$ cat config.mk
export PLATFORM = sky130hd
export DESIGN_NAME = cache_mem_bridge
export DESIGN_NICKNAME = d
export VERILOG_FILES = /design/src/rtl/cache_mem_bridge.sv
export SDC_FILE = /design/constraint.sdc
export NUM_CORES = 1
export LEC_CHECK = 0
export ABC_AREA = 1
export CORE_MARGIN = 1
export CORE_UTILIZATION = 45
export CTS_CLUSTER_DIAMETER = 150
export CTS_CLUSTER_SIZE = 10
export DETAILED_ROUTE_END_ITERATION = 6
export PLACE_DENSITY = 0.73
export REMOVE_ABC_BUFFERS = 1
export SLEW_MARGIN = 10
export SYNTH_ARGS = -nofsm -noshare
export SYNTH_HDL_FRONTEND = slang
export SYNTH_SLANG_ARGS = --single-unit
export TNS_END_PERCENT = 10
$ cat constraint.sdc
create_clock -name clk -period 4.3 [get_ports clk]
set_clock_uncertainty 0.1 [all_clocks]
set_input_delay 0.43 -clock clk [delete_from_list [all_inputs] [get_ports clk]]
set_output_delay 0.43 -clock clk [all_outputs]
set_load 0.01 [all_outputs]
$ cat src/rtl/cache_mem_bridge.sv
`default_nettype none
// ============================================================================
// Module   : cache_mem_bridge
// Brief    : Queues one-cycle cache request pulses and replays each as a
//            req/gnt/rvalid bus handshake with a per-transaction timeout.
// Revision : 1.0 - initial release
// ============================================================================
module cache_mem_bridge #(
    parameter int DEPTH   = 2,
    parameter int TIMEOUT = 255
) (
    input  logic        clk,
    input  logic        reset,
    input  logic [31:0] cache_addr_i,
    input  logic [31:0] cache_wdata_i,
    input  logic        cache_we_i,
    input  logic [3:0]  cache_be_i,
    input  logic        cache_req_i,
    output logic [31:0] cache_rdata_o,
    output logic        cache_rvalid_o,
    output logic        cache_busy_o,
    output logic        cache_error_o,
    output logic        ovf_o,
    output logic [31:0] mem_addr_o,
    output logic [31:0] mem_wdata_o,
    output logic        mem_we_o,
    output logic [3:0]  mem_be_o,
    output logic        mem_req_o,
    input  logic [31:0] mem_rdata_i,
    input  logic        mem_gnt_i,
    input  logic        mem_rvalid_i,
    input  logic        mem_error_i
);

    localparam int          AW      = $clog2(DEPTH);
    localparam logic [AW:0] FULL    = (AW+1)'(DEPTH);
    localparam logic [7:0]  TO_LAST = 8'(TIMEOUT - 1);

    localparam logic [1:0] S_IDLE = 2'd0;
    localparam logic [1:0] S_REQ  = 2'd1;
    localparam logic [1:0] S_WAIT = 2'd2;
    localparam logic [1:0] S_RESP = 2'd3;

    logic [31:0]   fifo_addr  [DEPTH];
    logic [31:0]   fifo_wdata [DEPTH];
    logic          fifo_we    [DEPTH];
    logic [3:0]    fifo_be    [DEPTH];
    logic [AW-1:0] wr_ptr;
    logic [AW-1:0] rd_ptr;
    logic [AW:0]   count;

    logic [1:0]    state;
    logic [1:0]    state_nx;
    logic [7:0]    to_cnt;
    logic          timeout_hit;
    logic          rsp_err;
    logic          push;
    logic          pop;
    logic          bus_active;

    assign cache_busy_o = (count == FULL);
    assign push         = cache_req_i && !cache_busy_o;
    assign pop          = (state == S_IDLE) && (count != '0);
    assign bus_active   = (state == S_REQ) || (state == S_WAIT);
    assign timeout_hit  = (to_cnt == TO_LAST);

    always_ff @(posedge clk) begin
        if (push) begin
            fifo_addr[wr_ptr]  <= cache_addr_i;
            fifo_wdata[wr_ptr] <= cache_wdata_i;
            fifo_we[wr_ptr]    <= cache_we_i;
            fifo_be[wr_ptr]    <= cache_be_i;
        end
    end

    always_ff @(posedge clk) begin
        if (reset) begin
            wr_ptr <= '0;
            rd_ptr <= '0;
            count  <= '0;
            ovf_o  <= 1'b0;
        end else begin
            if (push) wr_ptr <= wr_ptr + AW'(1);
            if (pop)  rd_ptr <= rd_ptr + AW'(1);
            case ({push, pop})
                2'b10:   count <= count + (AW+1)'(1);
                2'b01:   count <= count - (AW+1)'(1);
                default: count <= count;
            endcase
            if (cache_req_i && cache_busy_o) ovf_o <= 1'b1;
        end
    end

    always_ff @(posedge clk) begin
        if (reset) state <= S_IDLE;
        else       state <= state_nx;
    end

    // Timeout beats a same-cycle grant; a real rvalid beats a same-cycle timeout.
    always_comb begin
        state_nx = state;
        case (state)
            S_IDLE: if (count != '0) state_nx = S_REQ;
            S_REQ: begin
                if (timeout_hit)    state_nx = S_RESP;
                else if (mem_gnt_i) state_nx = S_WAIT;
            end
            S_WAIT: if (mem_rvalid_i || timeout_hit) state_nx = S_RESP;
            default: state_nx = S_IDLE;
        endcase
    end

    always_comb begin
        mem_req_o      = (state == S_REQ);
        cache_rvalid_o = (state == S_RESP) && !mem_we_o;
        cache_error_o  = (state == S_RESP) && rsp_err;
    end

    always_ff @(posedge clk) begin
        if (reset) begin
            mem_addr_o    <= '0;
            mem_wdata_o   <= '0;
            mem_we_o      <= 1'b0;
            mem_be_o      <= '0;
            to_cnt        <= '0;
            rsp_err       <= 1'b0;
            cache_rdata_o <= '0;
        end else begin
            if (pop) begin
                mem_addr_o  <= fifo_addr[rd_ptr];
                mem_wdata_o <= fifo_wdata[rd_ptr];
                mem_we_o    <= fifo_we[rd_ptr];
                mem_be_o    <= fifo_we[rd_ptr] ? fifo_be[rd_ptr] : 4'hF;
                to_cnt      <= '0;
            end else if (bus_active) begin
                to_cnt <= to_cnt + 8'd1;
            end
            // Read data is only overwritten by read responses, so it holds across writes.
            if (state == S_WAIT && mem_rvalid_i) begin
                rsp_err <= mem_error_i;
                if (!mem_we_o) cache_rdata_o <= mem_rdata_i;
            end else if (bus_active && timeout_hit) begin
                rsp_err <= 1'b1;
                if (!mem_we_o) cache_rdata_o <= '0;
            end
        end
    end

endmodule
`default_nettype wire

==> metrics.yaml <==
critPathKind: "reg -> reg"
dieArea_sq_mm: 0.02062
synthCells: 785
startpoint: "count[0]"
grt_max_degree: 112
antenna_found_initial: 1
slowest_stage: "nor2_4"
drt_pass1_iterations: 4
fin_hold_ws_ns: 0.3513
path_clk_slew_ns: 0.06
setup_viol: 0
final_cell_area_sq_mm: 0.01220
drive_above_1_share: 0.05726
post_layout_nonfiller_instances: 1278
final_common_cell: "nand2_1"
wl_um: 20380
holdBufCountCts: 0
place_area_sq_mm: 0.01135
ioPinCount: 213
leakagePower_nw: 4.328
synthToLayoutAreaGrowth_pct: 35.23
crit_path_start_kind: "flip-flop"
crit_chain: "o21ai_0 -> nor2_4 -> buf_4"
finalNetCount: 1107
crit_required_ns: 4.40
n_fill_cell: 1564
diodes: 0
peakVddDrop_v: 0.0004683
grt_remaining_overflow: 0
tritoncts: "built"
numCtsBuffers: 29
cts_max_level: 1
seqCellArea_sq_mm: 0.006507
root_buffer: "clkbuf_16"
portBuffers: 212
grt_pass1_vias: 5972
asyncSetResetFlopFracSynth: 0
post_drt_wl_per_cell_um: 15.95
gp_congestion: 0.7426
synth-seq-cells: 256
critPathBufInv: 1
finalMaxSlewViolations: 0
via_per_inst: 5.015
critPathMaxFanout: 25
outcome: "finished, final reports clean"
drv_cap: 0
ctsResizeCount: 0
grt_use_total: 0.1940
max_slew.worst_pin.slew_ns: 1.079
clock_latency_ns: 0.54
design.core.area_sq_mm: 0.01953
post-cts-setup-buffer-count: 0
p_per_area_mw_per_mm2: 661.9
cp.arrival_ns: 2.46
cts_sinks: 256
synth_area_sq_mm: 0.009021
critPathTopFamily: "simple AND/OR/NAND/NOR gates"
min_from: "mem_rdata_i[19]"
hold_viol: 0
yosysSeqAreaShare: 0.7212
start_util: 0.4620
max_stage_delay_ns: 0.67
p_total_mw: 8.074
hpwl_um: 12730
grt_first_pass_wirelength_um: 30930
min_period_ns: 2.356
rows: 51
hp-class: "in -> reg"
mostFrequentLayoutCells: "nand2_1, clkdlybuf4s50_1, edfxtp_1, dfxtp_1, a31oi_1"
rsz0062_at_grt: "no"
avgSynthCellArea_sq_um: 11.49
dpl.cell_count: 1226
max-clock-path-buffers: 3
die_h_um: 143.6
postRouteAntennaNets: 0
synth-warning-count: 0
yosysUniqueCellTypes: 28
endpoint_kind: "flip-flop"
crit-reg2reg-launch: "count[0]"
via_count: 6409
remaining_drc_errors: 0
drt_iter0_drc: 305
synth-edff-count: 138
multi_input_area_sq_mm: 0.002207
max-slew-margin-rel: 0.2790
fmax_mhz: 424.4
fin_crit_sh: 0.5480
die_x_um: 143.6
synth-main-ff-cell: "edfxtp_1"
metal layers:
| layer | vias to the layer above | GRT usage | part of all wire |
|---|---|---|---|
| li1 | 3163 | - | - |
| met1 | 3018 | 0.2513 | 0.42 |
| met2 | 192 | 0.3334 | 0.50 |
| met3 | 34 | 0.03699 | 0.062 |
| met4 | 2 | 0.05039 | 0.017 |
| met5 | - | 0 | 0.00064 |
final cells by class:
cell class,instances,area share
Tap cell,265,0.02718
Sequential cell,256,0.5334
Clock inverter,1,0.001641
Inverter,25,0.007692
Clock buffer,51,0.06800
Multi-Input combinational cell,458,0.1809
Timing Repair Buffer,222,0.1811
path summary, 6_finish.rpt:
| path | depth (start not counted) | to | slack (ns) |
|---|---|---|---|
| min reg2reg | 2 | cache_rdata_o[17] | 0.36 |
| min | 3 | cache_rdata_o[19] | 0.35 |
| max | 3 | fifo_addr[0][9] | 1.94 |
| max reg2reg | 3 | fifo_addr[0][9] | 1.94 |
registers in the layout, summed over array words and instances (netlist names), named ones only:
signal         cells
fifo_wdata        64
fifo_we            2
rd_ptr             1
mem_addr_o        32
count              2
to_cnt             8
wr_ptr             1
mem_we_o           1
state              2
ovf_o              1
mem_be_o           4
cache_rdata_o     32
fifo_be            8
fifo_addr         64
mem_wdata_o       32
rsp_err            1
synth_stat cells (4+ instances only):
master	count	area (sq um)
nand3_1	6	30.03
ha_1	8	100.1
mux2_2	5	56.30
a21oi_1	45	225.2
nand2_1	217	814.5
inv_1	21	78.83
inv_2	4	15.01
o21ai_1	53	265.3
a31oi_1	64	400.4
nor3_1	4	20.02
dfxtp_1	118	2362
clkbuf_1	24	90.09
o21ai_0	22	110.1
buf_2	14	70.07
edfxtp_1	138	4144
nor2_1	24	90.09
buf_6	6	67.56
worst register-to-register path, cell delays in order (launching register included):
cell     delay, ns
dfxtp_1       0.43
o21ai_0       0.36
nor2_4        0.67
buf_4         0.45
power breakdown:
part / internal (mW) / switching [mW]
logic: 1.08 / 1.36
registers: 3.15 / 0.286
clock network: 1.30 / 0.906
total: 5.53 / 2.55
cells by family (layout without fill, tap and decap cells):
kind of cell | after synthesis | count (layout) | share of synthesized area
and+or+nand+nor | 258 | 258 | 0.1110
DFF | 256 | 256 | 0.7212
AOI/OAI and AO/OA | 186 | 186 | 0.1126
buffers and inverters | 71 | 299 | 0.03689
adders and majority gates | 8 | 8 | 0.01110
muxes | 5 | 5 | 0.006241
xor gates and xnor gates | 1 | 1 | 0.0009711
metrics by stage:
step,utilization,worst slack (ns),TNS [ns]
after CTS,0.6248,1.895,0
after global routing,0.6248,1.740,0
final,0.6248,1.944,0
after global placement,0.5813,1.458,0
after detailed placement,0.5813,1.450,0
after floorplan,-,-0.1117,-0.1512
(Power assumes the default switching activity.)
==> edit: new RTL, same flow settings <==
Make the reset (`reset`) asynchronous in 3 clocked blocks.
--- a/src/rtl/cache_mem_bridge.sv
+++ b/src/rtl/cache_mem_bridge.sv
@@ -74,5 +74,5 @@
     end
 
-    always_ff @(posedge clk) begin
+    always_ff @(posedge clk or posedge reset) begin
         if (reset) begin
             wr_ptr <= '0;
@@ -92,5 +92,5 @@
     end
 
-    always_ff @(posedge clk) begin
+    always_ff @(posedge clk or posedge reset) begin
         if (reset) state <= S_IDLE;
         else       state <= state_nx;
@@ -117,5 +117,5 @@
     end
 
-    always_ff @(posedge clk) begin
+    always_ff @(posedge clk or posedge reset) begin
         if (reset) begin
             mem_addr_o    <= '0;
Function: differs if reset is asserted again (counterexample within 4 cycles, from zero or initial values and one cycle with reset high); with reset held inactive, the same outputs for 4 cycles.
==> edit against the original RTL <==
  * Critical path depth rose by 4
  * Power rose by 14%
  * Wire length fell by 2.2%
  * Utilization fell by 0.65 points
  * Die area rose by 3.7%
  * Setup slack got worse by 0.20 ns
  * Area after synthesis rose by 3.8%
  * Design area rose by 2.9%
  * Sequential cell count fell by 1
  * First-iteration DRC count fell by 2.0%
==> edit: results (changes against the original RTL) <==
* Static Leak at 5.00 nW (+16%)
* Largest net degree at the start of global routing at 75 (-33%)
* Non-filler cells, final at 1,270 (-0.63%)
* Share of layout cells above drive strength 1 at 4.90% (-0.83 points)
* Final #Nets at 1,094 (-1.2%)
* Cell family with most CP delay: buffers and inverters
* Reg2Reg Setup Slack at 1.75 ns (-0.20 ns)
* Ys async rst share at 45.9% (+46 points)
* Routed wire length at 19,900 µm (-2.2%)
* Post-synth cell types at 25 (-11%)
* Initial antenna violation count at 0 (-1)
* Switching share of power at 33.2% (+1.6 points)
* Ranking of synthesized cells by area: edfxtp_1, dfrtp_1, nand2_1
* # fillers at 1,581 (+1.1%)
* DP HPWL at 12,800 µm (+0.37%)
* Reg2reg start: state[0]
* Comb pwr at 3.18 mW (+31%)
* Routing usage on met3 at 4.94% (+1.2 points)
* Pre-CTS setup slack at 1.44 ns (-0.0150 ns)
* Fin crit share at 59.4% (+4.6 points)
* Status: finished clean
* M1 GR Usage at 25.9% (+0.77 points)
* Critical path arrival at 2.89 ns (+0.43 ns)
* Met2 Use GR at 31.8% (-1.5 points)
* R2r worst-path depth at 7 (+4)
* DP Area at 11,700 µm² (+3.2%)
edit: changes by cell type after synthesis, moves of 7 or more:
cell / before / now
a21oi_1: 45 / 5
dfxtp_1: 118 / 0
o21ai_0: 22 / 11
nor2_1: 24 / 84
buf_4: 1 / 8
nand2_1: 217 / 259
o21ai_1: 53 / 0
clkbuf_1: 24 / 12
dfrtp_1: 0 / 117
edit: worst min-delay path by stage:
stage	slack, ns	startpoint	to	depth (start not counted)
3_5_place_dp	0.35	ovf_o	ovf_o	1
6_report	0.28	reset	cache_rdata_o[7]	2
5_1_grt	0.33	mem_rdata_i[5]	cache_rdata_o[5]	3
4_1_cts	0.31	reset	cache_rdata_o[7]	2
3_3_place_gp	0.35	ovf_o	ovf_o	1
2_1_floorplan	0.37	rsp_err	rsp_err	2
edit: logic make-up (layout without fill, tap and decap cells):
kind of cell,after synthesis,in the layout,share of synthesized area (%)
xor gates and xnor gates,5,5,0.468
DFF,255,255,75.5
AOI/OAI and AO/OA,86,86,5.65
adders and majority gates,7,7,0.935
buffers and inverters,58,293,3.05
and+or+nand+nor,354,354,14.4
edit: worst reg2reg max path, cell delays in order, from the launching register on:
cell     delay (ns)
dfrtp_1        0.41
inv_1          0.09
ha_1           0.24
o21ai_4        0.13
inv_4          0.46
buf_4          0.68
nor2_1         0.13
a31oi_1        0.22
edit: layout make-up:
cell class	instances	area share (%)
Sequential cell	255	56.4
Timing Repair Buffer	220	17.5
Multi-Input combinational cell	452	16.2
Clock buffer	49	6.38
Tap cell	270	2.69
Inverter	22	0.698
Clock inverter	2	0.209
edit: metal layers:
layer,part of all wire [%],vias up
li1,-,3016
met1,42,2911
met2,47,244
met3,8.7,31
met4,1.8,0
met5,0,-
